--- src/rtl/fetch_pkg.sv ---
// rtl/fetch_pkg.sv - shared types and constants for the instruction fetch controller
package fetch_pkg;

    localparam int INST_W = 32;
    localparam logic [INST_W-1:0] HALT_WORD = 32'hFC00_0000;

    typedef enum logic [1:0] {
        BOOT,
        RUN,
        END
    } fetch_state_t;

    typedef struct packed {
        logic [31:0]       pc;
        logic [INST_W-1:0] inst;
    } fetch_entry_t;

    // 33-bit bound check so a wrapped pc+4 can never look in range
    function automatic logic word_fits(input logic [31:0] pc, input logic [32:0] limit);
        return ({1'b0, pc} + 33'd4) <= limit;
    endfunction

endpackage

--- src/rtl/inst_fetch_ctrl_if.sv ---
// rtl/inst_fetch_ctrl_if.sv - ROM, redirect and issue-queue signals of the fetch controller
interface inst_fetch_ctrl_if;
    import fetch_pkg::*;

    logic              rom_nrd;
    logic [31:0]       rom_addr;
    logic [INST_W-1:0] rom_data;
    logic              redirect;
    logic [31:0]       redirect_pc;
    logic              deq_ready;
    logic              deq_valid;
    logic [INST_W-1:0] deq_inst;
    logic [31:0]       deq_pc;
    logic              done;

    modport master (
        output rom_nrd, rom_addr, deq_valid, deq_inst, deq_pc, done,
        input  rom_data, redirect, redirect_pc, deq_ready
    );

    modport slave (
        input  rom_nrd, rom_addr, deq_valid, deq_inst, deq_pc, done,
        output rom_data, redirect, redirect_pc, deq_ready
    );

endinterface

--- src/rtl/fetch_fifo.sv ---
// rtl/fetch_fifo.sv - instruction queue holding fetched {pc, inst} entries
module fetch_fifo
    import fetch_pkg::*;
#(
    parameter int unsigned DEPTH = 4,
    localparam int unsigned PW = (DEPTH > 1) ? $clog2(DEPTH) : 1,
    localparam int unsigned CW = $clog2(DEPTH + 1)
) (
    input  logic          clk,
    input  logic          rst,
    input  logic          push,
    input  logic          pop,
    input  logic          flush,
    input  fetch_entry_t  wdata,
    output logic          full,
    output logic          empty,
    output logic [CW-1:0] count,
    output fetch_entry_t  head
);

    fetch_entry_t  mem [DEPTH];
    logic [PW-1:0] wr_ptr;
    logic [PW-1:0] rd_ptr;

    // Pointers wrap naturally (DEPTH is a power of two); occupancy kept separately
    always_ff @(posedge clk or posedge rst) begin
        if (rst) begin
            wr_ptr <= '0;
            rd_ptr <= '0;
            count  <= '0;
        end else if (flush) begin
            wr_ptr <= '0;
            rd_ptr <= '0;
            count  <= '0;
        end else begin
            if (push) begin
                wr_ptr <= wr_ptr + 1'b1;
            end
            if (pop) begin
                rd_ptr <= rd_ptr + 1'b1;
            end
            if (push && !pop) begin
                count <= count + 1'b1;
            end else if (pop && !push) begin
                count <= count - 1'b1;
            end
        end
    end

    // Entry storage; contents are only meaningful while counted, so no reset
    always_ff @(posedge clk) begin
        if (push && !flush) begin
            mem[wr_ptr] <= wdata;
        end
    end

    assign full  = (count == CW'(DEPTH));
    assign empty = (count == '0);
    assign head  = mem[rd_ptr];

endmodule

--- src/rtl/inst_fetch_ctrl.sv ---
// rtl/inst_fetch_ctrl.sv - program counter, fetch FSM and ROM strobe for the Tomasulo core
module inst_fetch_ctrl
    import fetch_pkg::*;
#(
    parameter int unsigned DEPTH     = 4,
    parameter int unsigned ROM_BYTES = 100,
    parameter logic [31:0] RESET_PC  = 32'h0
) (
    input  logic               clk,
    input  logic               rst,
    inst_fetch_ctrl_if.master  bus
);

    localparam logic [32:0] ROM_LIMIT = 33'(ROM_BYTES);
    localparam int unsigned CW = $clog2(DEPTH + 1);

    fetch_state_t  state;
    logic [31:0]   pc;
    logic [31:0]   redir_pc;
    logic          full;
    logic          empty;
    logic [CW-1:0] count;
    fetch_entry_t  head;
    fetch_entry_t  wdata;
    logic          pop;
    logic          can_enq;
    logic          in_range;
    logic          fetch;
    logic          push;

    assign redir_pc = bus.redirect_pc & ~32'd3;
    assign pop      = !empty && bus.deq_ready;
    // A pop in the same cycle frees a slot, so a full queue does not stall fetch
    assign can_enq  = !full || pop;
    assign in_range = word_fits(pc, ROM_LIMIT);
    assign fetch    = (state == RUN) && can_enq && in_range;
    assign push     = fetch && !bus.redirect;
    assign wdata    = '{pc: pc, inst: bus.rom_data};

    assign bus.rom_nrd   = !fetch;
    assign bus.rom_addr  = pc;
    assign bus.deq_valid = !empty;
    assign bus.deq_inst  = empty ? '0 : head.inst;
    assign bus.deq_pc    = empty ? '0 : head.pc;
    assign bus.done      = (state == END) && (count == '0);

    // Fetch FSM and PC; redirect overrides everything, including the halt check
    always_ff @(posedge clk or posedge rst) begin
        if (rst) begin
            state <= BOOT;
            pc    <= RESET_PC;
        end else if (bus.redirect) begin
            pc    <= redir_pc;
            state <= word_fits(redir_pc, ROM_LIMIT) ? RUN : END;
        end else begin
            case (state)
                BOOT: state <= RUN;
                RUN: begin
                    if (!in_range) begin
                        state <= END;
                    end else if (fetch) begin
                        pc <= pc + 32'd4;
                        if (bus.rom_data == HALT_WORD) begin
                            state <= END;
                        end
                    end
                end
                END:     state <= END;
                default: state <= BOOT;
            endcase
        end
    end

    fetch_fifo #(
        .DEPTH (DEPTH)
    ) u_fifo (
        .clk   (clk),
        .rst   (rst),
        .push  (push),
        .pop   (pop),
        .flush (bus.redirect),
        .wdata (wdata),
        .full  (full),
        .empty (empty),
        .count (count),
        .head  (head)
    );

endmodule

--- src/flat_wrapper.sv ---
// flat-port wrapper written by rule: the top's interface ports become plain ports
module inst_fetch_ctrl_flat import fetch_pkg::*;
#(
    parameter int unsigned DEPTH     = 4,
    parameter int unsigned ROM_BYTES = 100,
    parameter logic [31:0] RESET_PC  = 32'h0
)
  (clk, rst, bus_rom_nrd, bus_rom_addr, bus_deq_valid, bus_deq_inst, bus_deq_pc, bus_done, bus_rom_data, bus_redirect, bus_redirect_pc, bus_deq_ready);
  inst_fetch_ctrl_if bus_i ();
  input  logic clk;
  input  logic rst;
  output wire logic [$bits(bus_i.rom_nrd)-1:0] bus_rom_nrd;
  output wire logic [$bits(bus_i.rom_addr)-1:0] bus_rom_addr;
  output wire logic [$bits(bus_i.deq_valid)-1:0] bus_deq_valid;
  output wire logic [$bits(bus_i.deq_inst)-1:0] bus_deq_inst;
  output wire logic [$bits(bus_i.deq_pc)-1:0] bus_deq_pc;
  output wire logic [$bits(bus_i.done)-1:0] bus_done;
  input wire logic [$bits(bus_i.rom_data)-1:0] bus_rom_data;
  input wire logic [$bits(bus_i.redirect)-1:0] bus_redirect;
  input wire logic [$bits(bus_i.redirect_pc)-1:0] bus_redirect_pc;
  input wire logic [$bits(bus_i.deq_ready)-1:0] bus_deq_ready;
  assign bus_rom_nrd = bus_i.rom_nrd;
  assign bus_rom_addr = bus_i.rom_addr;
  assign bus_deq_valid = bus_i.deq_valid;
  assign bus_deq_inst = bus_i.deq_inst;
  assign bus_deq_pc = bus_i.deq_pc;
  assign bus_done = bus_i.done;
  assign bus_i.rom_data = bus_rom_data;
  assign bus_i.redirect = bus_redirect;
  assign bus_i.redirect_pc = bus_redirect_pc;
  assign bus_i.deq_ready = bus_deq_ready;
  inst_fetch_ctrl #(.DEPTH(DEPTH), .ROM_BYTES(ROM_BYTES), .RESET_PC(RESET_PC)) u_core (.clk(clk), .rst(rst), .bus(bus_i));
endmodule
--- config.mk ---
export PLATFORM = sky130hd
export DESIGN_NAME = inst_fetch_ctrl_flat
export DESIGN_NICKNAME = d
export VERILOG_FILES = /design/src/rtl/fetch_pkg.sv /design/src/rtl/inst_fetch_ctrl_if.sv /design/src/rtl/fetch_fifo.sv /design/src/rtl/inst_fetch_ctrl.sv /design/src/flat_wrapper.sv
export SDC_FILE = /design/constraint.sdc
export NUM_CORES = 1
export LEC_CHECK = 0
export CORE_MARGIN = 5
export CORE_UTILIZATION = 40
export CTS_BUF_LIST = sky130_fd_sc_hd__clkbuf_4 sky130_fd_sc_hd__clkbuf_8
export DETAILED_ROUTE_END_ITERATION = 8
export GPL_ROUTABILITY_DRIVEN = 0
export PLACE_DENSITY = 0.58
export RECOVER_POWER = 100
export SYNTH_ARGS = -nofsm -noshare
export SYNTH_HDL_FRONTEND = slang
export SYNTH_HIERARCHICAL = 1
export SYNTH_SLANG_ARGS = --single-unit
--- constraint.sdc ---
create_clock -name clk -period 6.2 [get_ports clk]
set_input_delay 1.24 -clock clk [delete_from_list [all_inputs] [get_ports clk]]
set_output_delay 1.24 -clock clk [all_outputs]
set_load 0.01 [all_outputs]
==> metrics.yaml, run 1 <==
critPathMaxStageDelay_ns: 0.69
rows: 66
reg2reg_depth: 14
dp_slack_ns: 0.873
crit_path_start: "u_core/bus.rom_addr[2]"
wirelength_um: 30700
layout_common_cells: "256 x edfxtp_1, 124 x dlygate4sd3_1, 69 x nor2b_1, 64 x mux4_2, 52 x clkbuf_8"
ir_worst_vdd_mv: 0.259
reg2reg_from: "u_core/bus.rom_addr[2]"
cp_common_cell: "inv_1"
max_freq_mhz: 170
dieHeight_um: 191
met3WireLength_um: 2210
fin_hold_ws_ns: 0.524
crit_chain: "inv_1, ha_1, a21boi_0, o2111ai_1, o311ai_0, or4_1, nor4_1, nor4b_4, inv_1, clkdlybuf4s50_1"
wire_per_inst_um: 20.5
yosys_warnings: 6
ys.flop_type: "edfxtp_1"
drt-pass1-iter-count: 5
ys_seq_area_share_pct: 66.1
io_buffers: 162
power_mw: 5.68
timing.setup.tns_ns: 0
reg2reg_setup_slack_ns: 0.39
dpl.cell_count: 1403
min_period_ns: 5.87
hp-class: "register to register"
n_fill_cell: 2754
critPathCaptureType: "output pin"
violations: "max-capacitance violations, max-slew violations"
worst_pin_slew_ns: 2.57
hold_viol_final: 0
dieArea_mm2: 0.0365
antenna_found_initial: 0
drive_above_1_share_pct: 19.0
grt_pass1_wl_um: 46800
stdcell_count: 1495
cap_violations: 3
postCtsSetupBuffers: 0
num_io_pins: 167
die_width_um: 191
setup_violations: 0
grt_setup_unrepaired: "no"
placed_area_mm2: 0.0153
cts.path.max_buffers: 3
ant_nets: 0
cts_buffers: 49
clkTransAtPathRegs_ns: 0.06
endpoint: "bus_rom_nrd"
required_ns: 4.96
synthCells: 812
via_per_inst: 5.27
wl_met1_um: 13700
slew_viol_final: 153
grt_pass1_vias: 8050
final_area_mm2: 0.0162
ys_types: 72
layout_commonest_cell: "edfxtp_1"
finClkSkew_ns: 0.0172
min_path_cells: 1
worstPathArrival_ns: 4.63
cts_resized: 0
synth_edf_count: 256
root_buffer: "clkbuf_8"
grt_max_degree: 66
cts_sinks: 295
period_share_pct: 94.7
ys_ff_latch: 295
antenna_cells: 0
cp_max_fo: 13
worst_path_max_delay_cell: "nor4b_4"
cts-htree-levels: 2
fin_ws_ns: 0.330
top_layer: "met4"
rr_endpoint: "u_core/u_fifo/mem[2][43]"
syn_avg_cell_area_um2: 16.1
clk_latency_ns: 0.56
dp.final_hpwl_um: 19400
synthToLayoutAreaGrowth_pct: 24.0
power.density_mw_per_mm2: 350
nNetsFinal: 1092
post-route-util_pct: 50.1
initial_core_util_pct: 40.4
start_kind: "register"
synth_area_mm2: 0.0131
maxSlewHeadroom_pct: -71.6
core-area_mm2: 0.0325
critical_path_class: "register to output pin"
vias: 7872
gr-total-overflow: 0
dr.first_iter.drc_count: 417
met2WireLength_um: 14500
leakage_nw: 5.43
track_usage_pct: 16.6
hold_buffers: 0
status: "finished with violations"
drcViolationCount: 0
cts_tree: "done"
postSynth.asyncResetShare_pct: 13.2
==> where the power goes <==
| group | leakage [nW] | internal, mW | total [mW] | switching [mW] |
|---|---|---|---|---|
| sequential | 2.77 | 2.20 | 2.37 | 0.166 |
| clock | 0.537 | 0.998 | 1.77 | 0.770 |
| combinational | 2.13 | 0.827 | 1.54 | 0.718 |
| total | 5.43 | 4.02 | 5.68 | 1.65 |
==> worst min path at each step <==
stage / startpoint / to
2_1_floorplan: u_core/state[0] / u_core/state[0]
3_3_place_gp: u_core/state[0] / u_core/state[0]
3_5_place_dp: u_core/state[0] / u_core/state[0]
4_1_cts: u_core/state[0] / u_core/state[0]
5_1_grt: u_core/state[0] / u_core/state[0]
6_report: u_core/state[0] / u_core/state[0]
==> metal layers <==
layer | global-route usage [%] | vias up
li1 | - | 3622
met1 | 23.0 | 3950
met2 | 26.9 | 265
met3 | 4.00 | 35
met4 | 3.62 | 0
met5 | 0 | -
==> kinds of logic after synthesis <==
logic type	Yosys count	share of synthesized area [%]
buf+inv	60	2.20
other cells	1	0.0286
fa+ha+maj	12	1.20
mux	94	13.5
xor+xnor	16	1.07
simple gates	265	12.1
flops	295	66.1
compound gates	69	3.73
==> sequential cells by signal, indices dropped and copies added, names as in the netlist <==
register	cells
u_core/state	2
u_core/u_fifo/mem	256
u_core/u_fifo/wr_ptr	2
u_core/u_fifo/rd_ptr	2
u_core/bus.rom_addr	30
u_core/u_fifo/count	3
==> area by class of cell <==
class / instances / area [um2] / share of cell area, %
Sequential cell: 295 / 8670 / 53.4
Inverter: 24 / 90.1 / 0.555
Timing Repair Buffer: 176 / 1710 / 10.5
Tap cell: 442 / 553 / 3.40
Clock inverter: 25 / 198 / 1.22
Clock buffer: 67 / 828 / 5.10
Multi-Input combinational cell: 466 / 4190 / 25.8
==> worst max-delay path, delay by kind of cell, from the launching register on <==
kind | cells | cell delay [ns]
DFF | 1 | 0.59
and+or+nand+nor | 3 | 1.71
AOI/OAI and AO/OA | 3 | 0.55
buffers and inverters | 3 | 0.87
adders and majority gates | 1 | 0.36
==> cell usage after synthesis, types with 9 or more instances <==
library cell    n  area, um2
nor2b_1        69        432
nand2_1        29        109
mux2_2         24        270
dfrtp_1        39        976
nand4_1        18        113
nand2b_1        9       56.3
o21ai_0        12       60.1
nor2_1         34        128
clkbuf_1       17       63.8
nor4_1         18        113
nor3_1         16       80.1
edfxtp_1      256       7690
and2_1          9       56.3
ha_1           11        138
inv_1          24       90.1
nand3_1        20        100
xnor2_1        11       96.3
mux4_2         64       1440
No activity file was read; power rests on OpenSTA's default activity.
==> inputs of run 2 (changes only) <==
--- a/config.mk
+++ b/config.mk
@@ -6,4 +6,7 @@
 export NUM_CORES = 1
 export LEC_CHECK = 0
+export CELL_PAD_IN_SITES_DETAIL_PLACEMENT = 1
+export CELL_PAD_IN_SITES_GLOBAL_PLACEMENT = 1
+export CORE_ASPECT_RATIO = 0.6
 export CORE_MARGIN = 5
 export CORE_UTILIZATION = 40
@@ -11,5 +14,5 @@
 export DETAILED_ROUTE_END_ITERATION = 8
 export GPL_ROUTABILITY_DRIVEN = 0
-export PLACE_DENSITY = 0.58
+export PLACE_DENSITY = 0.67
 export RECOVER_POWER = 100
 export SYNTH_ARGS = -nofsm -noshare
==> constraint.sdc (replaced) <==
create_clock -name clk -period 6.2 [get_ports clk]
set_input_delay 1.24 -clock clk [delete_from_list [all_inputs] [get_ports clk]]
set_output_delay 1.24 -clock clk [all_outputs]
set_load 0.05 [all_outputs]
==> metrics.yaml, run 2 (same netlist as run 1, synthesis figures left out) <==
worstPathArrival_ns: 4.73  # +0.10 ns
layout_common_cells: "256 x edfxtp_1, 125 x dlygate4sd3_1, 69 x nor2b_1, 64 x mux4_2, 50 x clkbuf_8"
dieHeight_um: 150  # -21%
grt_pass1_wl_um: 53300  # +14%
power.density_mw_per_mm2: 405  # +16%
period_share_pct: 96.3  # +1.6 points
grt_pass1_vias: 8728  # +8.4%
critPathMaxStageDelay_ns: 0.71  # +0.02 ns
violations: "max-capacitance violations, max-slew violations"
status: "finished with violations"
grt_setup_unrepaired: "no"
slew_viol_final: 153  # unchanged
cp_max_fo: 13  # unchanged
multiInputGateArea_mm2: 0.00417  # -0.51%
root_buffer: "clkbuf_8"
crit_chain: "inv_1, ha_1, a21boi_0, o2111ai_1, o311ai_0, or4_1, nor4_1, nor4b_1, buf_4, inv_1, clkdlybuf4s50_1"
initial_core_util_pct: 40.5  # +0.13 points
n_fill_cell: 3125  # +13%
via_per_inst: 5.48  # +4.0%
hold_buffers: 0  # unchanged
start_kind: "register"
nNetsFinal: 1094  # +0.18%
cts_buffers: 47  # -4.1%
cp_common_cell: "inv_1"
gr-total-overflow: 0  # unchanged
min_path_cells: 1  # unchanged
reg2reg_setup_slack_ns: 0.35  # -0.04 ns
largest_reg_flops: 256  # unchanged
required_ns: 4.96  # about the same
ant_nets: 0  # unchanged
setup_violations: 0  # unchanged
hold_viol_final: 0  # unchanged
cts_tree: "done"
postCtsSetupBuffers: 0  # unchanged
core-area_mm2: 0.0324  # -0.31%
hold_path_startpoint: "u_core/state[0]"
dp.final_hpwl_um: 23300  # +20%
grt_max_degree: 66  # unchanged
reg2reg_from: "u_core/bus.rom_addr[2]"
drcViolationCount: 0  # unchanged
fin_hold_ws_ns: 0.543  # +0.0191 ns
layout_commonest_cell: "edfxtp_1"
critical_path_class: "register to output pin"
dieArea_mm2: 0.0366  # +0.33%
io_buffers: 162  # unchanged
ir_worst_vdd_mv: 0.300  # +16%
die_width_um: 244  # +28%
num_io_pins: 167  # unchanged
dr.first_iter.drc_count: 579  # +39%
synthToLayoutAreaGrowth_pct: 23.8
drive_above_1_share_pct: 18.5  # -0.48 points
drt-pass1-iter-count: 5  # unchanged
antenna_cells: 0  # unchanged
min_period_ns: 5.97  # +0.100 ns
track_usage_pct: 18.9  # +2.3 points
critPathCaptureType: "output pin"
finClkSkew_ns: 0.0159  # -0.00131 ns
cts_resized: 0  # unchanged
worst_path_max_delay_cell: "clkdlybuf4s50_1"
cts_sinks: 295  # unchanged
cts-htree-levels: 2  # unchanged
cap_violations: 3  # unchanged
hp-class: "register to register"
reg2reg_depth: 15  # +1
worst_pin_slew_ns: 2.54  # -0.0333 ns
clk_latency_ns: 0.58  # +0.02 ns
max_freq_mhz: 167  # -1.7%
cts.path.max_buffers: 3  # unchanged
clkTransAtPathRegs_ns: 0.07  # about the same
maxSlewHeadroom_pct: -69.4  # +2.2 points
antenna_found_initial: 0  # unchanged
wirelength_um: 34500  # +12%
rr_endpoint: "u_core/u_fifo/mem[1][40]"
rows: 51  # -23%
top_register: "u_core/u_fifo/mem"
ff_latch_area_mm2: 0.00867  # about the same
wire_per_inst_um: 23.4  # +14%
endpoint: "bus_rom_nrd"
crit_path_start: "u_core/bus.rom_addr[2]"
leakage_nw: 5.43  # about the same
vias: 8063  # +2.4%
timing.setup.tns_ns: 0  # unchanged
run 2: cell count changes in the layout (fill, tap and decap cells not counted), sizes merged:
cell | previous run | this run
clkinvlp | 2 | 0
clkbuf | 78 | 69
inv | 26 | 25
buf | 4 | 13
clkdlybuf4s50 | 37 | 36
dlygate4sd3 | 124 | 125
clkinv | 18 | 16
run 2: worst min-delay path by stage:
stage	slack [ns]	end
floorplan	0.49	u_core/state[0]
global placement	0.51	u_core/state[0]
detailed placement	0.52	u_core/state[0]
CTS	0.54	u_core/state[0]
global route	0.56	u_core/state[0]
finish	0.54	u_core/state[0]
run 2: final cells by class:
class / instances / area share, %
inverters: 24 / 0.555
flip-flops and latches: 295 / 53.4
multi-input cells: 466 / 25.7
repair buffers: 180 / 11.1
well taps: 424 / 3.27
clock buffers: 63 / 4.84
clock inverters: 20 / 1.03
run 2: power breakdown:
part           internal [mW]  switching (mW)  total [mW]
clock network          0.948           0.750        1.70
registers               2.20           0.170        2.37
logic                  0.831            1.66        2.49
run 2: critical path, delay by kind of cell, from the launching register on:
| family | cells | cell delay, ns |
|---|---|---|
| AND/OR/NAND/NOR | 3 | 1.31 |
| buffers and inverters | 4 | 1.24 |
| flip-flops | 1 | 0.63 |
| AO/OA/AOI/OAI | 3 | 0.57 |
| adder cells (fa/ha/maj) | 1 | 0.38 |
run 2: metal layers:
metal  track usage [%]  part of all wire (%)
met1              28.8                    50
met5                 0                     0
met3              3.64                   4.6
met4              4.57                   1.7
met2              28.3                    44
run 2: stage by stage:
step / utilization, % / total power, mW / area, um2 / std cells / setup slack (ns)
floorplan: - / 4.15 / 13100 / 821 / 0.306
detailed placement: 47.4 / 5.06 / 15300 / 1389 / 0.980
global placement: 47.4 / 5.04 / 15300 / 1389 / 0.983
finish: 50.1 / 6.56 / 16200 / 1472 / 0.229
CTS: 50.4 / 6.78 / 16300 / 1472 / 0.275
global route: 50.1 / 6.87 / 16200 / 1472 / 0.0202
